`config.mk`:
```
export PLATFORM = sky130hd
export DESIGN_NAME = nabp_tap_line_buffer
export DESIGN_NICKNAME = d
export VERILOG_FILES = /design/src/rtl/nabp_pkg.sv /design/src/rtl/nabp_tap_segment.sv /design/src/rtl/nabp_tap_line_buffer.sv
export SDC_FILE = /design/constraint.sdc
export NUM_CORES = 1
export LEC_CHECK = 0
export CORE_MARGIN = 2
export CORE_UTILIZATION = 60
export CTS_CLUSTER_DIAMETER = 50
export DETAILED_ROUTE_END_ITERATION = 7
export PLACE_DENSITY_LB_ADDON = 0.2
export SLEW_MARGIN = 5
export SYNTH_ARGS = -nofsm -noshare
export SYNTH_HDL_FRONTEND = slang
export SYNTH_SLANG_ARGS = --single-unit
```
`constraint.sdc`:
```
create_clock -name clk -period 12.97 [get_ports clk]
set_clock_uncertainty 0.15 [all_clocks]
set_input_delay 1.297 -clock clk [delete_from_list [all_inputs] [get_ports clk]]
set_output_delay 1.297 -clock clk [all_outputs]
set_load 0.01 [all_outputs]
```
`src/rtl/nabp_pkg.sv`:
```
// nabp_pkg: shared constants and helpers for the NABP processing path
package nabp_pkg;
    localparam int FILT_W    = 16;
    localparam int NUM_PART  = 4;
    localparam int PART_SIZE = 8;
    function automatic int clog2(input int v);
        int r;
        for (r = 0; (1 << r) < v; r++) begin
        end
        return r;
    endfunction
endpackage

```
`src/rtl/nabp_tap_segment.sv`:
```
// nabp_tap_segment: one tap stage, a ring memory feeding an output register
module nabp_tap_segment
    import nabp_pkg::*;
#(
    parameter int DATA_W = FILT_W,
    parameter int DEPTH  = PART_SIZE - 1,
    parameter int PTR_W  = 3
) (
    input  logic              clk,
    input  logic              reset_n,
    input  logic              wr_en,
    input  logic [PTR_W-1:0]  ptr,
    input  logic [DATA_W-1:0] din,
    output logic [DATA_W-1:0] dout
);
    logic [DATA_W-1:0] mem [DEPTH];
    // Ring storage: contents carry no meaning after reset, so it is left unreset
    always_ff @(posedge clk) begin
        if (wr_en) mem[ptr] <= din;
    end
    // Output register takes the oldest entry just before it is overwritten
    always_ff @(posedge clk or negedge reset_n) begin
        if (!reset_n) dout <= '0;
        else if (wr_en) dout <= mem[ptr];
    end
endmodule

```
`src/rtl/nabp_tap_line_buffer.sv`:
```
// nabp_tap_line_buffer: PE tap delay line with fill tracking (NABP_TAP_ZERO_FILL_EN masks invalid taps to zero)
module nabp_tap_line_buffer
    import nabp_pkg::*;
#(
    parameter int DATA_W   = FILT_W,
    parameter int NUM_TAPS = NUM_PART,
    parameter int TAP_DIST = PART_SIZE
) (
    input  logic                       clk,
    input  logic                       reset_n,
    input  logic [DATA_W-1:0]          val_in,
    input  logic                       shift_en,
    input  logic                       clear,
    output logic [DATA_W*NUM_TAPS-1:0] taps,
    output logic [NUM_TAPS-1:0]        tap_valid,
    output logic                       fill_done
);
    localparam int FILL_MAX = (NUM_TAPS - 1) * TAP_DIST;
    localparam int CNT_W    = clog2(FILL_MAX + 1);
    localparam int PTR_W    = TAP_DIST > 2 ? clog2(TAP_DIST - 1) : 1;
    logic [DATA_W-1:0] tap0;
    logic [DATA_W-1:0] seg_q [NUM_TAPS-1:1];
    logic [PTR_W-1:0]  ptr;
    logic [CNT_W-1:0]  fill_cnt;
    logic              adv;
    assign adv = shift_en & ~clear;
    // Tap 0 follows the RAM output every clock, independent of shift_en
    always_ff @(posedge clk or negedge reset_n) begin
        if (!reset_n) tap0 <= '0;
        else tap0 <= val_in;
    end
    // Shared ring pointer, saturating fill counter and one-shot completion pulse
    always_ff @(posedge clk or negedge reset_n) begin
        if (!reset_n) begin
            ptr       <= '0;
            fill_cnt  <= '0;
            fill_done <= 1'b0;
        end else if (clear) begin
            ptr       <= '0;
            fill_cnt  <= '0;
            fill_done <= 1'b0;
        end else begin
            fill_done <= shift_en && fill_cnt == CNT_W'(FILL_MAX - 1);
            if (shift_en) begin
                ptr <= ptr == PTR_W'(TAP_DIST - 2) ? '0 : ptr + 1'b1;
                if (fill_cnt != CNT_W'(FILL_MAX)) fill_cnt <= fill_cnt + 1'b1;
            end
        end
    end
    for (genvar k = 1; k < NUM_TAPS; k++) begin : g_seg
        logic [DATA_W-1:0] din;
        if (k == 1) begin : g_first
            assign din = tap0;
        end else begin : g_next
            assign din = seg_q[k-1];
        end
        nabp_tap_segment #(
            .DATA_W(DATA_W),
            .DEPTH (TAP_DIST - 1),
            .PTR_W (PTR_W)
        ) u_seg (
            .clk    (clk),
            .reset_n(reset_n),
            .wr_en  (adv),
            .ptr    (ptr),
            .din    (din),
            .dout   (seg_q[k])
        );
    end
    for (genvar k = 0; k < NUM_TAPS; k++) begin : g_out
        logic [DATA_W-1:0] raw;
        if (k == 0) begin : g_t0
            assign raw          = tap0;
            assign tap_valid[0] = 1'b1;
        end else begin : g_tk
            assign raw          = seg_q[k];
            assign tap_valid[k] = fill_cnt >= CNT_W'(k * TAP_DIST);
        end
`ifdef NABP_TAP_ZERO_FILL_EN
        assign taps[k*DATA_W +: DATA_W] = tap_valid[k] ? raw : '0;
`else
        assign taps[k*DATA_W +: DATA_W] = raw;
`endif
    end
endmodule

```
==> reports/qor.csv, run 1 <==
stage,metric,value,unit
status,status,finished clean,
global_routing,largest_net_degree_at_the_start_of_global_routing,65,
setup_path,critical-path-top-delay-family,buffers and inverters,
place,hpwl_reported_at_the_end_of_detailed_placement,16.1,mm
global_routing,grt_pass1_wl,47.5,mm
die,num_rows,58,
synthesis,post_synth.cell_area_avg,17.8,sq um
cts,tritoncts,built,
sta,hold_viol_final,0,
worst_hold_path,hold_depth,1,
routing,routed-via-count,8186,
die,core,25100,sq um
global_routing,grt_remaining_overflow,0,
sta,max_slew_margin,25.0,%
die,die_h,164,um
die,top_ports,89,
cts,cts_max_level,2,
place,numPlacedInstances,1234,
synthesis,post_synth_main_area_contributors,"edfxtp_1, dfrtp_1, mux2i_1",
routing,drt-vias-per-instance,6.26,
cts,resize_count_post_cts,0,
setup_path,arrival,4.13,ns
synthesis,yosys.area.top_type_share,65.8,%
power_and_ir_drop,power.density_cell_area,163,nW/um^2
final_layout,filler_instances,1608,
synthesis,yosys_register_bits,409,
sta,layout_setup_ws,8.84,ns
cts,post-cts-setup-buffers,0,
synthesis,ys_top_cells_by_count,"edfxtp_1, mux2i_1, dfrtp_1, nand3_1",
run,cap_viol_max_count,0,
worst_hold_path,whs_endpoint,g_seg[3].u_seg.dout[5]$_DFFE_PN0P_,
setup_path,cp_num_buf_inv,3,
final_layout,utilization,70.9,%
place,gpl.final_weighted_congestion,0.776,
routing,drt-initial-drc-count,637,
setup_path,r2r-end,g_seg[3].u_seg.mem[1][15]$_DFFE_PP_,
sta,rsz0062_at_grt,false,
setup_path,cp.required,12.97,ns
final_layout,number_of_diodes_added_for_antenna_fixing,0,
synthesis,syn_area,15300,sq um
setup_path,crit_path_max_incr_delay,0.71,ns
cts,tritoncts.num_buffers,40,
worst_hold_path,startpoint_of_the_tightest_hold_check_path,g_seg[3].u_seg.dout[5]$_DFFE_PN0P_,
setup_path,timing.critical_path.from_type,input pin,
routing,routed_wire_length_per_instance,23.6,um
setup_path,critical_path.reg2reg.startpoint,ptr[1]$_DFFE_PN0P_,
place,place_ws,8.31,ns
setup_path,reg2reg_depth,5,
setup_path,setup.worst_path.end_class,flop,
global_routing,gr-usage-all-layers,23.7,%
synthesis,yosys.area.top_type,edfxtp_1,
routing,antenna_left,0,
final_layout,area_of_the_multi_input_gates,3100,sq um
global_routing,grt_pass1_vias,8541,
synthesis,synthesis.nets,882,
place,port_buffers,87,
cts,cts_hold_repair.buffers,0,
cts,clock-root-buffer,clkbuf_16,
routing,drc,0,
sta,setup_tns,0,ns
synthesis,synth_edf_count,336,
global_routing,globalRoute.busiestLayer,met2,
cts,clock_path_buffers,3,
global_routing,global_route.usage.met1,31.9,%
final_layout,post_route_cells_drive_above_1_share,9.82,%
setup_path,critPathMostFrequentCell,buf_4,
routing,total_wirelength_of_the_detailed_routed_design,30.8,mm
routing,drt_pass1_iterations,8,
setup_path,cells_traversed_along_the_worst_timing_path,"clkdlybuf4s50_1, nor2b_4, buf_4, nand2_1, nor2_4, buf_4",
cts,insertion_delay,0.53,ns
power_and_ir_drop,total_leakage_power,5.81,nW
cts,path_clk_slew,0.06,ns
synthesis,synth_cell_type_count,31,
synthesis,synth_warnings,0,
cts,clkSinkCount,409,
setup_path,cell_with_the_biggest_individual_delay_on_the_critical_path,clkdlybuf4s50_1,
final_layout,flow.area_growth_from_synthesis,16.0,%
sta,timing.final.crit_share,31.8,%
synthesis,yosysSeqAreaShare,77.7,%
global_routing,grtUsageMet2,39.2,%
global_routing,antenna_found_initial,0,
power_and_ir_drop,power,2.90,mW
sta,timing.fmax,242,MHz
synthesis,dominantRegCellSynth,edfxtp_1,
synthesis,synth-async-reset-ratio,17.8,%
die,chipWidth,164,um
synthesis,yosysMostFrequentCell,edfxtp_1,
worst_hold_path,worst_hold_path_type,flop to flop,
final_layout,finish.net_count,968,
synthesis,synthCells,860,
setup_path,critical_path.max_fanout,38,
sta,slew_viol_final,0,
sta,fin_crit,4.13,ns
die,fp.dieArea,26900,sq um
final_layout,regArea,11900,sq um
setup_path,critPathKind,input pin to flop,
final_layout,stdcell_count,1308,
power_and_ir_drop,ir_drop,0.000101,V
sta,finalSetupViolCount,0,
global_routing,global_routing_usage_on_met3,4.24,%
die,initial_cell_density_of_the_core,61.1,%
sta,tightest_slew,1.13,ns
setup_path,ff2ff_setup_slack,9.54,ns
## routing by layer
metal	share of wire, %	wire length (um)
met2	50	15300
met5	0	0
met3	6.9	2120
met4	2.8	854
met1	41	12600
## cells by family after synthesis
kind of cell	synth area share, %
AOI/OAI and AO/OA	7.37
muxes	9.40
adders and majority gates	0.163
and+or+nand+nor	2.79
xor gates and xnor gates	0.114
other	0.0245
buffers and inverters	2.44
DFF	77.7
## sequential cells by signal, indices dropped and copies added (netlist names)
| register | flops |
|---|---|
| g_seg.u_seg.mem | 336 |
| g_seg.u_seg.dout | 48 |
| g_out.raw | 16 |
| fill_cnt | 5 |
| ptr | 3 |
| fill_done | 1 |
## worst reg2reg max path: cells and delay by family (launching register included)
kind	cells	cell delay, ns
buf+inv	3	1.33
simple gates	2	1.20
flops	1	0.38
## layout by cell type (no fill, tap or decap), drive strengths merged, types with 4 or more instances in the layout
cell           count
edfxtp           336
mux2i            144
clkdlybuf4s50     86
dfrtp             73
clkbuf            55
nand3             50
o22ai             48
o211ai            48
o22a              48
buf               20
clkinv            13
nor2               9
nand2              5
a21oi              5
nor3               5
inv                4
## per-stage QoR
step	instance area (sq um)	hold slack [ns]
after floorplan	15300	0.399
after global placement	16500	0.341
after detailed placement	16500	0.348
after CTS	17800	0.360
after global routing	17800	0.383
final	17800	0.353
## worst max path at each step
| stage | startpoint | endpoint | slack, ns | depth (start not counted) |
|---|---|---|---|---|
| floorplan | clear | g_seg[1].u_seg.mem[0][0]$_DFFE_PP_ | 7.31 | 3 |
| global placement | shift_en | g_seg[1].u_seg.mem[5][11]$_DFFE_PP_ | 8.49 | 6 |
| detailed placement | shift_en | g_seg[1].u_seg.mem[1][11]$_DFFE_PP_ | 8.31 | 6 |
| CTS | shift_en | g_seg[3].u_seg.mem[1][15]$_DFFE_PP_ | 8.87 | 6 |
| global route | shift_en | g_seg[3].u_seg.mem[1][15]$_DFFE_PP_ | 8.71 | 6 |
| finish | shift_en | g_seg[3].u_seg.mem[1][15]$_DFFE_PP_ | 8.84 | 6 |
## where the power goes
| part | switching (mW) | leakage [nW] | internal [mW] |
|---|---|---|---|
| combinational | 0.0969 | 1.31 | 0.102 |
| clock | 0.463 | 0.648 | 0.682 |
| sequential | 0.0656 | 3.85 | 1.49 |
| total | 0.626 | 5.81 | 2.28 |
## area by class of cell
class | instances | share of cell area (%)
clock inverter | 19 | 1.03
timing repair buffer | 106 | 5.68
inverter | 4 | 0.0844
tap | 330 | 2.32
multi-input combinational | 385 | 17.4
clock buffer | 55 | 6.46
sequential | 409 | 67.0
No activity file was read; power rests on OpenSTA's default activity.
==> inputs of run 2 (changes only) <==
--- a/config.mk
+++ b/config.mk
@@ -6,7 +6,7 @@
 export NUM_CORES = 1
 export LEC_CHECK = 0
 export CORE_MARGIN = 2
-export CORE_UTILIZATION = 60
+export CORE_UTILIZATION = 59
 export CTS_CLUSTER_DIAMETER = 50
 export DETAILED_ROUTE_END_ITERATION = 7
 export PLACE_DENSITY_LB_ADDON = 0.2
==> constraint.sdc (replaced) <==
create_clock -name clk -period 4.3 [get_ports clk]
set_clock_uncertainty 0.15 [all_clocks]
set_input_delay 0.43 -clock clk [delete_from_list [all_inputs] [get_ports clk]]
set_output_delay 0.43 -clock clk [all_outputs]
set_load 0.01 [all_outputs]
==> run 2 against run 1 <==
Effect of this change: clock power rose to 2.9 times the previous value; final cell count rose by 0.46%; die area rose by 1.7%; routed wire length barely moved; first-iteration DRC count rose by 7.8%; total power rose to 3.0 times the previous value; critical endpoint is now g_seg[2].u_seg.mem[1][3]$_DFFE_PP_.
==> reports/qor.csv, run 2 (same netlist as run 1, synthesis figures left out) <==
stage,metric,value,unit,change
sta,fin_crit,2.98,ns,
setup_path,critical_path.max_fanout,35,,was 38
global_routing,grt_remaining_overflow,0,,unchanged
final_layout,finish.net_count,970,,was 968
routing,routed-via-count,8003,,"was 8,186"
die,fp.dieArea,27300,sq um,"was 26,900 sq um"
power_and_ir_drop,total_leakage_power,5.79,nW,was 5.81 nW
cts,clock_path_buffers,3,,unchanged
die,num_rows,59,,was 58
sta,slew_viol_final,0,,unchanged
global_routing,grt_pass1_wl,46.3,mm,was 47.5 mm
routing,drc,0,,unchanged
global_routing,antenna_found_initial,0,,unchanged
routing,detailroute.wirelength.met2,15.2,mm,was 15.3 mm
sta,hold_viol_final,0,,unchanged
setup_path,setup.worst_path.end_class,flop,,unchanged
cts,resize_count_post_cts,0,,unchanged
final_layout,utilization,69.0,%,was 70.9%
place,port_buffers,87,,unchanged
routing,met3_wirelength,1.88,mm,was 2.12 mm
final_layout,number_of_diodes_added_for_antenna_fixing,0,,unchanged
global_routing,grt_pass1_vias,7935,,"was 8,541"
final_layout,final_common_cell,edfxtp_1,,unchanged
final_layout,flow.area_growth_from_synthesis,16.0,%,about the same
power_and_ir_drop,power.density_cell_area,486,nW/um^2,was 163 nW/um^2
sta,rsz0062_at_grt,false,,unchanged
routing,wirelength_met1,13.2,mm,was 12.6 mm
power_and_ir_drop,power.share.sequential,54.4,%,was 53.7%
cts,insertion_delay,0.53,ns,about the same
global_routing,gr-usage-all-layers,22.9,%,was 23.7%
routing,drt-vias-per-instance,6.09,,was 6.26
sta,finalSetupViolCount,0,,unchanged
routing,routed_wire_length_per_instance,23.4,um,was 23.6 um
final_layout,post_route_cells_drive_above_1_share,9.30,%,was 9.82%
power_and_ir_drop,ir_drop,0.000355,V,was 0.000101 V
sta,max_slew_margin,21.9,%,was 25.0%
power_and_ir_drop,share_of_power_burned_in_combinational_logic,7.0,%,was 6.9%
setup_path,arrival,3.04,ns,was 4.13 ns
final_layout,largest_register_ffs,336,,unchanged
sta,timing.final.crit_share,69.4,%,
routing,drt_pass1_iterations,5,,was 8
status,status,finished clean,,unchanged
global_routing,largest_net_degree_at_the_start_of_global_routing,145,,was 65
cts,cts_max_level,2,,unchanged
place,hpwl_reported_at_the_end_of_detailed_placement,15.8,mm,was 16.1 mm
cts,tritoncts,built,,unchanged
power_and_ir_drop,p_int,6.76,mW,was 2.28 mW
setup_path,timing.critical_path.from_type,flop,,was input pin
final_layout,top_register,g_seg.u_seg.mem,,unchanged
die,die_h,165,um,was 164 um
setup_path,critPathKind,flop to flop,,was input pin to flop
cts,clkSinkCount,409,,unchanged
routing,total_wirelength_of_the_detailed_routed_design,30.8,mm,about the same
cts,tritoncts.num_buffers,41,,was 40
final_layout,most-common-layout-cells,"edfxtp_1, mux2i_1, clkdlybuf4s50_1",,unchanged
die,top_ports,89,,unchanged
routing,topRoutingLayerUsed,met4,,unchanged
worst_hold_path,worst_hold_path_type,input pin to flop,,was flop to flop
sta,tightest_slew,1.17,ns,was 1.13 ns
power_and_ir_drop,switching_power,1.89,mW,was 626 uW
power_and_ir_drop,p_sw_share,21.9,%,was 21.5%
cts,clock-root-buffer,clkbuf_16,,unchanged
place,gpl.final_weighted_congestion,0.748,,was 0.776
routing,antenna_left,0,,unchanged
sta,setup_tns,0,ns,unchanged
sta,timing.fmax,335,MHz,
die,chipWidth,165,um,was 164 um
die,initial_cell_density_of_the_core,59.5,%,was 61.1%
power_and_ir_drop,power.clock.fraction,38.6,%,was 39.5%
cts,path_clk_slew,0.06,ns,about the same
routing,drt-initial-drc-count,687,,was 637
die,core,25800,sq um,"was 25,100 sq um"
setup_path,cp.required,4.35,ns,was 12.97 ns
run,cap_viol_max_count,0,,unchanged
run 2: power by group through the flow:
stage / Sequential [mW] / Combinational, mW / Clock [mW]
after floorplan: 4.73 / 0.310 / 0
after global placement: 4.77 / 0.594 / 0
after detailed placement: 4.78 / 0.607 / 0
after CTS: 4.70 / 0.611 / 3.38
after global routing: 4.72 / 0.650 / 3.55
final: 4.70 / 0.604 / 3.34
run 2: routing by layer:
metal / GRT usage (%) / vias up
li1: - / 3605
met1: 32.7 / 4104
met2: 37.6 / 251
met3: 3.70 / 43
met4: 5.69 / 0
met5: 0 / -
run 2: timing repair:
item / CTS / global route
hold buffers: 1 / 0
endpoints found under the setup margin: 0 / 0
hold endpoints to repair: 53 / 0
setup buffers: 0 / 0
run 2: through the flow:
stage	cells	hold slack [ns]	instance area (sq um)	setup WS, ns	power [mW]
floorplan	860	-0.0156	15300	-0.538	5.04
global placement	1239	0.343	16500	1.17	5.36
detailed placement	1239	0.350	16500	1.10	5.39
CTS	1314	0.182	17800	1.25	8.69
global route	1314	0.182	17800	1.18	8.92
finish	1314	0.193	17800	1.32	8.65
run 2: critical path, stage by stage (launching register included):
cell and delay (ns):
dfrtp_2 0.70, or2_2 0.67, nor2_4 0.71, buf_4 0.41
run 2: path summary, 6_finish.rpt:
path	from	end	slack (ns)	cells past startpoint
min in group asynchronous	reset_n	g_out[0].raw[6]$_DFF_PN0_	0.41	2
min	val_in[6]	g_out[0].raw[6]$_DFF_PN0_	0.19	1
max	ptr[1]$_DFFE_PN0P_	g_seg[2].u_seg.mem[1][3]$_DFFE_PP_	1.32	3
max in group asynchronous	reset_n	g_out[0].raw[2]$_DFF_PN0_	2.71	3
max reg2reg	ptr[1]$_DFFE_PN0P_	g_seg[2].u_seg.mem[1][3]$_DFFE_PP_	1.32	3
min reg2reg	g_seg[3].u_seg.dout[3]$_DFFE_PN0P_	g_seg[3].u_seg.dout[3]$_DFFE_PN0P_	0.36	1
run 2: area by class of cell:
cell class,instances,area [sq um]
Clock buffer,60,1160
Clock inverter,14,111
Fill cell,1671,7980
Inverter,4,15.0
Multi-Input combinational cell,385,3110
Sequential cell,409,11900
Tap cell,335,419
Timing Repair Buffer,107,1050
